--- src/rtl/tbird_pkg.sv ---
// Shared mode codes and FSM encoding for the T-bird tail-light controller,
// lamp datapath and their benches.
package tbird_pkg;

  localparam logic [2:0] MODE_OFF    = 3'b000;
  localparam logic [2:0] MODE_RIGHT  = 3'b001;
  localparam logic [2:0] MODE_LEFT   = 3'b010;
  localparam logic [2:0] MODE_HAZARD = 3'b011;
  localparam int         BRAKE_BIT   = 2;

  localparam logic [1:0] CODE_OFF    = MODE_OFF[1:0];
  localparam logic [1:0] CODE_RIGHT  = MODE_RIGHT[1:0];
  localparam logic [1:0] CODE_LEFT   = MODE_LEFT[1:0];
  localparam logic [1:0] CODE_HAZARD = MODE_HAZARD[1:0];

  typedef enum logic {
    ST_IDLE  = 1'b0,
    ST_SWEEP = 1'b1
  } tbird_state_e;

  // Both turn levels together mean the driver wants every lamp, same as hazard.
  function automatic logic [1:0] decode_req(input logic left, input logic right,
                                            input logic hazard);
    logic [1:0] code;
    code = CODE_OFF;
    if (hazard || (left && right)) code = CODE_HAZARD;
    else if (left)                 code = CODE_LEFT;
    else if (right)                code = CODE_RIGHT;
    return code;
  endfunction

endpackage

--- src/rtl/tbird_step_prescaler.sv ---
// Lamp-step prescaler: counts clock cycles while running and emits a
// one-cycle step pulse every TICK_DIV cycles.
module tbird_step_prescaler #(
  parameter int TICK_DIV = 4,
  parameter int DIV_W    = 8
) (
  input  logic clock,
  input  logic reset,
  input  logic run,
  output logic step
);

  localparam logic [DIV_W-1:0] LAST_COUNT = DIV_W'(TICK_DIV - 1);

  logic [DIV_W-1:0] count;

  // Counter sits at zero when not running, so every sweep starts a full interval.
  always_ff @(posedge clock or posedge reset) begin
    if (reset) begin
      count <= '0;
    end else if (!run || (count == LAST_COUNT)) begin
      count <= '0;
    end else begin
      count <= count + DIV_W'(1);
    end
  end

  assign step = run && (count == LAST_COUNT);

endmodule

--- src/rtl/tbird_seq_ctrl.sv ---
// T-bird tail-light sequencing controller: decodes driver requests into the
// lamp mode code, paces sweeps and commits direction changes on sweep boundaries.
module tbird_seq_ctrl
  import tbird_pkg::*;
#(
  parameter int TICK_DIV  = 4,
  parameter int SWEEP_LEN = 5,
  parameter int DIV_W     = 8
) (
  input  logic       clock,
  input  logic       reset,
  input  logic       left_req,
  input  logic       right_req,
  input  logic       hazard_req,
  input  logic       brake_req,
  output logic [2:0] switch,
  output logic       step,
  output logic [2:0] phase,
  output logic       busy
);

  localparam logic [2:0] LAST_PHASE = 3'(SWEEP_LEN - 1);

  tbird_state_e state, state_next;
  logic [1:0]   req_code;
  logic [1:0]   active_code, active_next;
  logic [2:0]   phase_next;
  logic         brake_q;

  assign req_code = decode_req(left_req, right_req, hazard_req);

  tbird_step_prescaler #(
    .TICK_DIV(TICK_DIV),
    .DIV_W   (DIV_W)
  ) u_prescaler (
    .clock(clock),
    .reset(reset),
    .run  (busy),
    .step (step)
  );

  always_comb begin
    state_next  = state;
    active_next = active_code;
    phase_next  = phase;
    case (state)
      ST_IDLE: begin
        if (req_code != CODE_OFF) begin
          state_next  = ST_SWEEP;
          active_next = req_code;
          phase_next  = '0;
        end else begin
          active_next = CODE_OFF;
        end
      end
      ST_SWEEP: begin
        // Requests are only looked at on a step; between steps everything holds.
        if (step) begin
          if ((req_code == CODE_HAZARD) && (active_code != CODE_HAZARD)) begin
            active_next = CODE_HAZARD;
            phase_next  = '0;
          end else if (phase == LAST_PHASE) begin
            phase_next = '0;
            if (req_code == CODE_OFF) begin
              state_next  = ST_IDLE;
              active_next = CODE_OFF;
            end else begin
              active_next = req_code;
            end
          end else begin
            phase_next = phase + 3'd1;
          end
        end
      end
      default: begin
        state_next  = ST_IDLE;
        active_next = CODE_OFF;
        phase_next  = '0;
      end
    endcase
  end

  always_ff @(posedge clock or posedge reset) begin
    if (reset) begin
      state       <= ST_IDLE;
      active_code <= CODE_OFF;
      phase       <= '0;
    end else begin
      state       <= state_next;
      active_code <= active_next;
      phase       <= phase_next;
    end
  end

  // Brake is orthogonal to the sweep: a plain one-cycle register.
  always_ff @(posedge clock or posedge reset) begin
    if (reset) begin
      brake_q <= 1'b0;
    end else begin
      brake_q <= brake_req;
    end
  end

  assign switch[BRAKE_BIT] = brake_q;
  assign switch[1:0]       = active_code;
  assign busy              = (state == ST_SWEEP);

endmodule

--- config.mk ---
export PLATFORM = sky130hd
export DESIGN_NAME = tbird_seq_ctrl
export DESIGN_NICKNAME = d
export VERILOG_FILES = /design/src/rtl/tbird_pkg.sv /design/src/rtl/tbird_step_prescaler.sv /design/src/rtl/tbird_seq_ctrl.sv
export SDC_FILE = /design/constraint.sdc
export NUM_CORES = 1
export LEC_CHECK = 0
export ABC_AREA = 1
export BUFFER_PORTS_ARGS = -buffer_cell sky130_fd_sc_hd__buf_2
export CAP_MARGIN = 20
export CORE_MARGIN = 8
export CORE_UTILIZATION = 50
export CTS_CLUSTER_SIZE = 10
export DETAILED_ROUTE_END_ITERATION = 10
export PLACE_DENSITY = 0.69
export SETUP_SLACK_MARGIN = 0.5
export SLEW_MARGIN = 30
export SYNTH_ARGS = -nofsm -noshare
export SYNTH_HDL_FRONTEND = slang
export SYNTH_SLANG_ARGS = --single-unit
--- constraint.sdc ---
create_clock -name clock -period 1.56 [get_ports clock]
set_input_delay 0.312 -clock clock [delete_from_list [all_inputs] [get_ports clock]]
set_output_delay 0.312 -clock clock [all_outputs]
set_load 0.02 [all_outputs]
Word-level counts from Yosys, hierarchy flattened. Index checks and enable logic that the tools add are counted.

Register bits after elaboration: 15. Output and inout port bits: 8. Logic and storage cells: 46.

$add $sub $neg: 2. Equal/unequal tests: 7. Mux-type cells: 21. Bitwise logic cells: 1. Reduce and logical (&&, ||, !) cells: 10.

Operators with widths (number): 2-bit 2-to-1 mux (7); 3-bit 2-to-1 mux (4); 8-bit by 1-bit adder with 8-bit output (second input constant) (1); 8-bit by 2-bit equality test with 1-bit output (second input constant) (1); 8-bit 2-to-1 mux (1); 1-bit 2-to-1 mux (6); 2-bit inequality test (second input constant) (3); 3-bit one-hot mux with 2 select lines (1); 2-bit one-hot mux with 2 select lines (1); 2-bit AND reduction (2); 3-bit by 1-bit adder with 3-bit output (second input constant) (1); 3-bit equality test (second input constant) (1); 1-bit logical AND (3); 3-bit by 1-bit inequality test with 1-bit output (second input constant) (1); 2-bit equality test (second input constant) (1); 2-bit logical NOT (1); 1-bit logical OR (2); 1-bit one-hot mux with 2 select lines (1); 2-bit nonzero test (1); 1-bit logical NOT (1); 1-bit inverter (1).

Depth between registers and ports, before layout. Gate-level depths: netlist (run 1).

Word-level depth: 9. Depth in mapped cells: 8. Depth with buffers taken out: 8.

Hierarchy. From an unflattened synthesis (run 1), not the netlist that was laid out.

Cell total of the unflattened synthesis: 106. Area, all modules: 847.1 um^2.

By module, submodules not included: tbird_step_prescaler (times used 1, cells each 57, area an instance 429.2 um^2); tbird_seq_ctrl (times used 1, cells each 49, area an instance 417.9 um^2).

Least setup slack after synthesis (run 1). Ideal clock, no wire load.

Path kind: reg2out. Start point: reg u_prescaler.count[0]. End point: out step. Arrival time: 1.080 ns. Required time: 1.248 ns. Path slack: 0.168 ns. Cell stages (with the launch flop): 6. Path buffers: 0. Path through: dfrtp_1 -> ha_1 -> nand2_2 -> nor2_4 -> nand3_2 -> inv_1.

Cells in the longest elaborated chain, start to end: 2.

RTL lines: start: declaration (RTL line tbird_step_prescaler.sv:15) `logic [DIV_W-1:0] count;`; start signal: assignment (RTL line tbird_step_prescaler.sv:24) `count <= count + DIV_W'(1);`; 8-bit by 2-bit equality test with 1-bit output (RTL line tbird_step_prescaler.sv:28) `assign step = run && (count == LAST_COUNT);`; 1-bit logical AND (RTL line tbird_step_prescaler.sv:28); end: declaration (RTL line tbird_seq_ctrl.sv:17) `output logic step,`.

No other way between the ends.

Worst setup path after layout (run 1). Same ends and word-level chain as after synthesis.

==> results of run 1 <==
[power by group]
part / switching, mW / internal (mW)
sequential: 0.170 / 0.542
clock: 0.133 / 0.0951
combinational: 0.640 / 0.639
total: 0.943 / 1.28
[cell families (layout without fill, tap and decap cells)]
family,count (synthesis),in the layout,share of synthesized area (%)
buffers and inverters,16,49,8.10
adders and majority gates,3,3,4.26
and+or+nand+nor,70,71,42.9
DFF,15,15,42.6
xor gates and xnor gates,1,1,0.994
AOI/OAI and AO/OA,2,2,1.14
[worst max-delay path: stages (launching register included)]
cell and delay [ns]:
dfrtp_1 0.41, ha_4 0.16, nand2_4 0.05, nor2_4 0.10
nand3_4 0.09, inv_4 0.06, buf_6 0.10
[sequential cells by signal, summed over array words and instances, names as in the netlist]
name               flops
brake_q                1
u_prescaler.count      8
active_code            2
busy                   1
phase                  3
[layer usage]
| metal | track usage, % | share of wire, % | vias up |
|---|---|---|---|
| li1 | - | - | 407 |
| met3 | 2.21 | 1.8 | 2 |
| met2 | 22.6 | 56 | 6 |
| met5 | 0 | 0 | - |
| met4 | 5.94 | 0.51 | 0 |
| met1 | 14.6 | 42 | 377 |
[cells in the mapped netlist, drive strengths merged]
cell and instances:
dfrtp 15, buf 2, nand2 32, inv 14, nor2 19, nor3 2
nor3b 2, ha 3, xnor2 1, nand3 13, nand3b 2, a21oi 2
[timing repair]
| action | 4_1_cts | 5_1_grt |
|---|---|---|
| gates cloned | 1 | 0 |
| gates resized for setup | 17 | 7 |
| pin swaps | 3 | 4 |
| buffers inserted | 12 | 6 |
| hold buffers | 0 | 0 |
| endpoints found under the hold margin | 0 | 0 |
| endpoints found under the setup margin | 22 | 22 |
[path summary, 6_finish.rpt]
check,cells past startpoint,endpoint,slack [ns]
worst min-delay path,2,active_code[0],0.06
max in group asynchronous,2,u_prescaler.count[5],1.10
min in group clock,1,brake_q,0.13
worst max register to register,7,u_prescaler.count[4],0.19
worst max-delay path,6,step,-0.02
worst min register to register,2,u_prescaler.count[6],0.57
[per-stage QoR]
step                      instance area [sq um]  setup slack (ns)  hold WS (ns)  util (%)  cells
after floorplan                             950             0.308         0.213         -    107
after global placement                     1020             0.169         0.397      60.2    135
after detailed placement                   1020             0.145         0.398      60.2    135
after CTS                                  1200           -0.0285        0.0817      71.1    152
after global routing                       1260           -0.0767         0.105      74.7    158
final                                      1260           -0.0178        0.0557      74.7    158
[final cells by class]
class / count / area [sq um]
Multi-Input combinational cell: 77 / 523
Clock inverter: 1 / 5.00
Inverter: 14 / 55.1
Tap cell: 17 / 21.3
Fill cell: 123 / 428
Clock buffer: 3 / 22.5
Timing Repair Buffer: 31 / 254
Sequential cell: 15 / 380
==> flow_metrics.env, run 1 <==
export IMPL_place_congestion=0.823
export IMPL_vias=792
export IMPL_max_cap_viol_count=0
export IMPL_clk_latency_ns=0.28
export IMPL_wire_per_inst_microns=12.5
export IMPL_fmax_ghz=0.634
export IMPL_fin_crit_ns=1.58
export IMPL_portBuffers=13
export IMPL_die_area_sq_um=3360
export IMPL_track_usage_pct=12.8
export IMPL_rows=15
export IMPL_setup_viol=1
export IMPL_yosysSeqAreaShare_pct=42.6
export IMPL_clockRootBuffer="clkbuf_4"
export IMPL_status="finished, violations left"
export IMPL_wl_mm=1.97
export IMPL_yosysUniqueCellTypes=20
export IMPL_syn_inst=107
export IMPL_report_power_total_mw=2.22
export IMPL_num_io_pins=14
export IMPL_ys_ff_latch=15
export IMPL_cts_tree="yes"
export IMPL_dieHeight_microns=58.0
export IMPL_n_antenna_cell=0
export IMPL_rsz0062_at_grt="yes"
export IMPL_path_max_fanout=2
export IMPL_finalHoldViolCount=0
export IMPL_drive_above_1_share_pct=51.1
export IMPL_critPathLaunch="u_prescaler.count[0]"
export IMPL_synthToLayoutAreaGrowth_pct=43.2
export IMPL_clock_sinks=15
export IMPL_peakVddDrop_uv=1270
export IMPL_skew_ns=0.00474
export IMPL_die_x_microns=58.0
export IMPL_synth_largest_area_cell="dfrtp_1"
export IMPL_yosysWarnings=0
export IMPL_cp_end_kind="output pin"
export IMPL_critPathArrivalTime_ns=1.27
export IMPL_synth_area_leaders="dfrtp_1, nand2_1, nor2_1"
export IMPL_clk_pin_slew_ns=0.10
export IMPL_fin_crit_sh_pct=101
export IMPL_drc=0
export IMPL_grt_overflow_total=0
export IMPL_core_sq_um=1690
export IMPL_tightest_slew_ns=0.556
export IMPL_final_common_cell="nand2_1"
export IMPL_r2r_start="u_prescaler.count[0]"
export IMPL_clockBufferDepth=2
export IMPL_cp_data_required_time_ns=1.25
export IMPL_synth_area_per_cell_sq_um=8.23
export IMPL_netlist_area_sq_um=881
export IMPL_drt_first_iter_violations=11
export IMPL_first_global_vias=788
export IMPL_slew_limit_headroom_pct=62.9
export IMPL_syn_num_nets=116
export IMPL_dp_hpwl_mm=1.26
export IMPL_drtAntennaViolNets=0
export IMPL_path_class="reg -> out"
export IMPL_synth_top_cell_area_share_pct=42.6
export IMPL_slew_violations=0
export IMPL_grt_max_degree=16
export IMPL_antenna_found_initial=0
export IMPL_setup_ws_ns=-0.0178
export IMPL_via_per_inst=5.01
export IMPL_start_kind="flop"
export IMPL_fin_setup_tns_ns=-0.0178
export IMPL_design_final_nets=151
export IMPL_firstDrtPassIters=4
export IMPL_cts_buffers_inserted=3
export IMPL_initial_utilization_pct=52.1
export IMPL_htree_levels=1
export IMPL_final_cell_mix="nand2_1, buf_4, nor2_1"
export IMPL_min_path_type="in -> async"
export IMPL_grt_first_pass_wirelength_mm=3.42
export IMPL_violations="negative setup slack"
export IMPL_cellPowerDensity_nw_per_um2=1760
export IMPL_p_leak_nw=0.665
(Power assumes the default switching activity.)
==> run 2: changes to the inputs <==
Settings changed: ABC_AREA 1 to unset, PLACE_DENSITY 0.69 to 0.7.
==> flow_metrics.env, run 2 <==
export IMPL_ys_ff_latch=15
export IMPL_pre_cts_slack_ns=-0.222
export IMPL_clk_pin_slew_ns=0.09
export IMPL_wire_per_inst_microns=14.9
export IMPL_yosys_area_share_adder_pct=4.90
export IMPL_finalHoldViolCount=0
export IMPL_fin_setup_tns_ns=-3.41
export IMPL_synth_area_leaders="dfrtp_1, xor2_1, ha_1"
export IMPL_syn_inst=70
export IMPL_clock_sinks=15
export IMPL_top_regs="u_prescaler.count (8), phase (3), active_code (2)"
export IMPL_first_global_vias=686
export IMPL_skew_ns=0.00212
export IMPL_min_path_type="in -> async"
export IMPL_fin_crit_ns=1.88
export IMPL_tightest_slew_ns=0.578
export IMPL_grt_max_degree=16
export IMPL_synth_mux_area_fraction_pct=2.61
export IMPL_portBuffers=13
export IMPL_setup_ws_ns=-0.318
export IMPL_regArea_sq_um=375
export IMPL_max_cap_viol_count=0
export IMPL_clk_latency_ns=0.27
export IMPL_slew_limit_headroom_pct=61.4
export IMPL_path_class="reg -> out"
export IMPL_synth_top_family_by_area="simple AND/OR/NAND/NOR gates"
export IMPL_peakVddDrop_uv=1000
export IMPL_antenna_found_initial=0
export IMPL_n_fill_cell=86
export IMPL_cp_data_required_time_ns=1.25
export IMPL_largest_reg_flops=8
export IMPL_cp_end_kind="output pin"
export IMPL_cts_buffers_inserted=3
export IMPL_multi_input_area_sq_um=437
export IMPL_rsz0062_at_grt="yes"
export IMPL_fin_crit_sh_pct=120
export IMPL_synth_flop_cell="dfrtp_1"
export IMPL_start_kind="flop"
export IMPL_track_usage_pct=13.1
export IMPL_drtAntennaViolNets=0
export IMPL_wl_mm=1.79
export IMPL_synth_compound_area_share_pct=13.7
export IMPL_vias=641
export IMPL_critPathArrivalTime_ns=1.57
export IMPL_async_flop_share_pct=100
export IMPL_dieHeight_microns=55.1
export IMPL_dp_hpwl_mm=1.22
export IMPL_cts_tree="yes"
export IMPL_drive_above_1_share_pct=52.9
export IMPL_via_per_inst=5.34
export IMPL_clockBufferDepth=2
export IMPL_place_congestion=0.744
export IMPL_n_antenna_cell=0
export IMPL_cellPowerDensity_nw_per_um2=1460
export IMPL_synthToLayoutAreaGrowth_pct=50.8
export IMPL_placed_area_sq_um=925
export IMPL_num_io_pins=14
export IMPL_synth_xor_area_share_pct=6.86
export IMPL_yosysUniqueCellTypes=29
export IMPL_grt_first_pass_wirelength_mm=2.96
export IMPL_design_final_nets=114
export IMPL_setup_viol=15
export IMPL_netlist_area_sq_um=766
export IMPL_drc=0
export IMPL_final_cell_mix="dfrtp_1, buf_4, buf_6"
export IMPL_yosysWarnings=0
export IMPL_final_core_util_pct=78.5
export IMPL_synth_commonest_cells="dfrtp_1, nor2_1, nand3_1, xor2_1"
export IMPL_violations="negative setup slack"
export IMPL_slew_violations=0
export IMPL_status="finished, violations left"
export IMPL_firstDrtPassIters=4
export IMPL_synth_top_cell_area_share_pct=49.0
export IMPL_drt_first_iter_violations=12
export IMPL_synth_edff_count=0
export IMPL_die_x_microns=55.1
export IMPL_synth_area_per_cell_sq_um=10.9
export IMPL_yosysMostFrequentCell="dfrtp_1"
export IMPL_rows=14
export IMPL_p_leak_nw=0.533
export IMPL_grt_overflow_total=0
export IMPL_yosys_area_share_simple_pct=19.0
export IMPL_fin_area_sq_um=1150
export IMPL_fmax_ghz=0.533
export IMPL_initial_utilization_pct=52.0
export IMPL_path_max_fanout=4
export IMPL_core_sq_um=1470
export IMPL_htree_levels=1
export IMPL_syn_num_nets=79
export IMPL_ctsHoldBuffers=0
export IMPL_yosysSeqAreaShare_pct=49.0
export IMPL_clockRootBuffer="clkbuf_4"
export IMPL_synth_largest_area_cell="dfrtp_1"
export IMPL_top_register="u_prescaler.count"
export IMPL_die_area_sq_um=3040
[run 2: area by class of cell]
class	instances	share of cell area (%)
clock buffers	4	2.28
inverters	3	0.975
multi-input cells	50	37.8
flip-flops and latches	15	32.5
well taps	16	1.73
repair buffers	32	24.7
[run 2: per-layer routing]
layer  part of all wire [%]  global-route usage, %
met1                     43                   15.6
met5                      0                      0
met3                    6.5                   3.74
met4                      0                   4.40
met2                     51                   22.2
[run 2: worst max-delay path, cell delays in order, from the launching register on]
cell	delay [ns]
dfrtp_1	0.37
ha_2	0.18
or4b_4	0.51
nor2_4	0.11
buf_6	0.12
[run 2: final timing paths]
check,startpoint,cells after the start,endpoint,slack [ns]
worst max-delay path,u_prescaler.count[1],4,step,-0.32
min in group clock,brake_req,1,brake_q,0.14
max in group asynchronous,reset,2,active_code[1],1.10
worst max register to register,u_prescaler.count[1],5,busy,-0.29
worst min register to register,u_prescaler.count[0],2,u_prescaler.count[0],0.57
worst min-delay path,reset,2,brake_q,0.08
[run 2: cells by family (layout without fill, tap and decap cells)]
logic type,after synthesis,after routing
buffers and inverters,5,39
adders and majority gates,3,3
and+or+nand+nor,27,27
AOI/OAI and AO/OA,12,12
muxes,2,2
xor gates and xnor gates,6,6
DFF,15,15
[run 2: metrics by stage]
step | cells | hold slack (ns) | total power, mW
after detailed placement | 109 | 0.398 | 1.20
after global routing | 120 | 0.122 | 1.79
after global placement | 109 | 0.392 | 1.18
after floorplan | 70 | 0.213 | 0.960
after CTS | 119 | 0.0782 | 1.62
final | 120 | 0.0816 | 1.69
[run 2: repair_timing]
action	in CTS	in global routing
resized for setup	27	11
setup endpoints to repair	22	22
buffers inserted	6	1
pin swaps	6	2
[run 2: where the power goes]
part	switching, mW	internal (mW)	total (mW)
combinational	0.426	0.494	0.920
clock	0.117	0.0990	0.216
sequential	0.0732	0.481	0.554
total	0.616	1.07	1.69
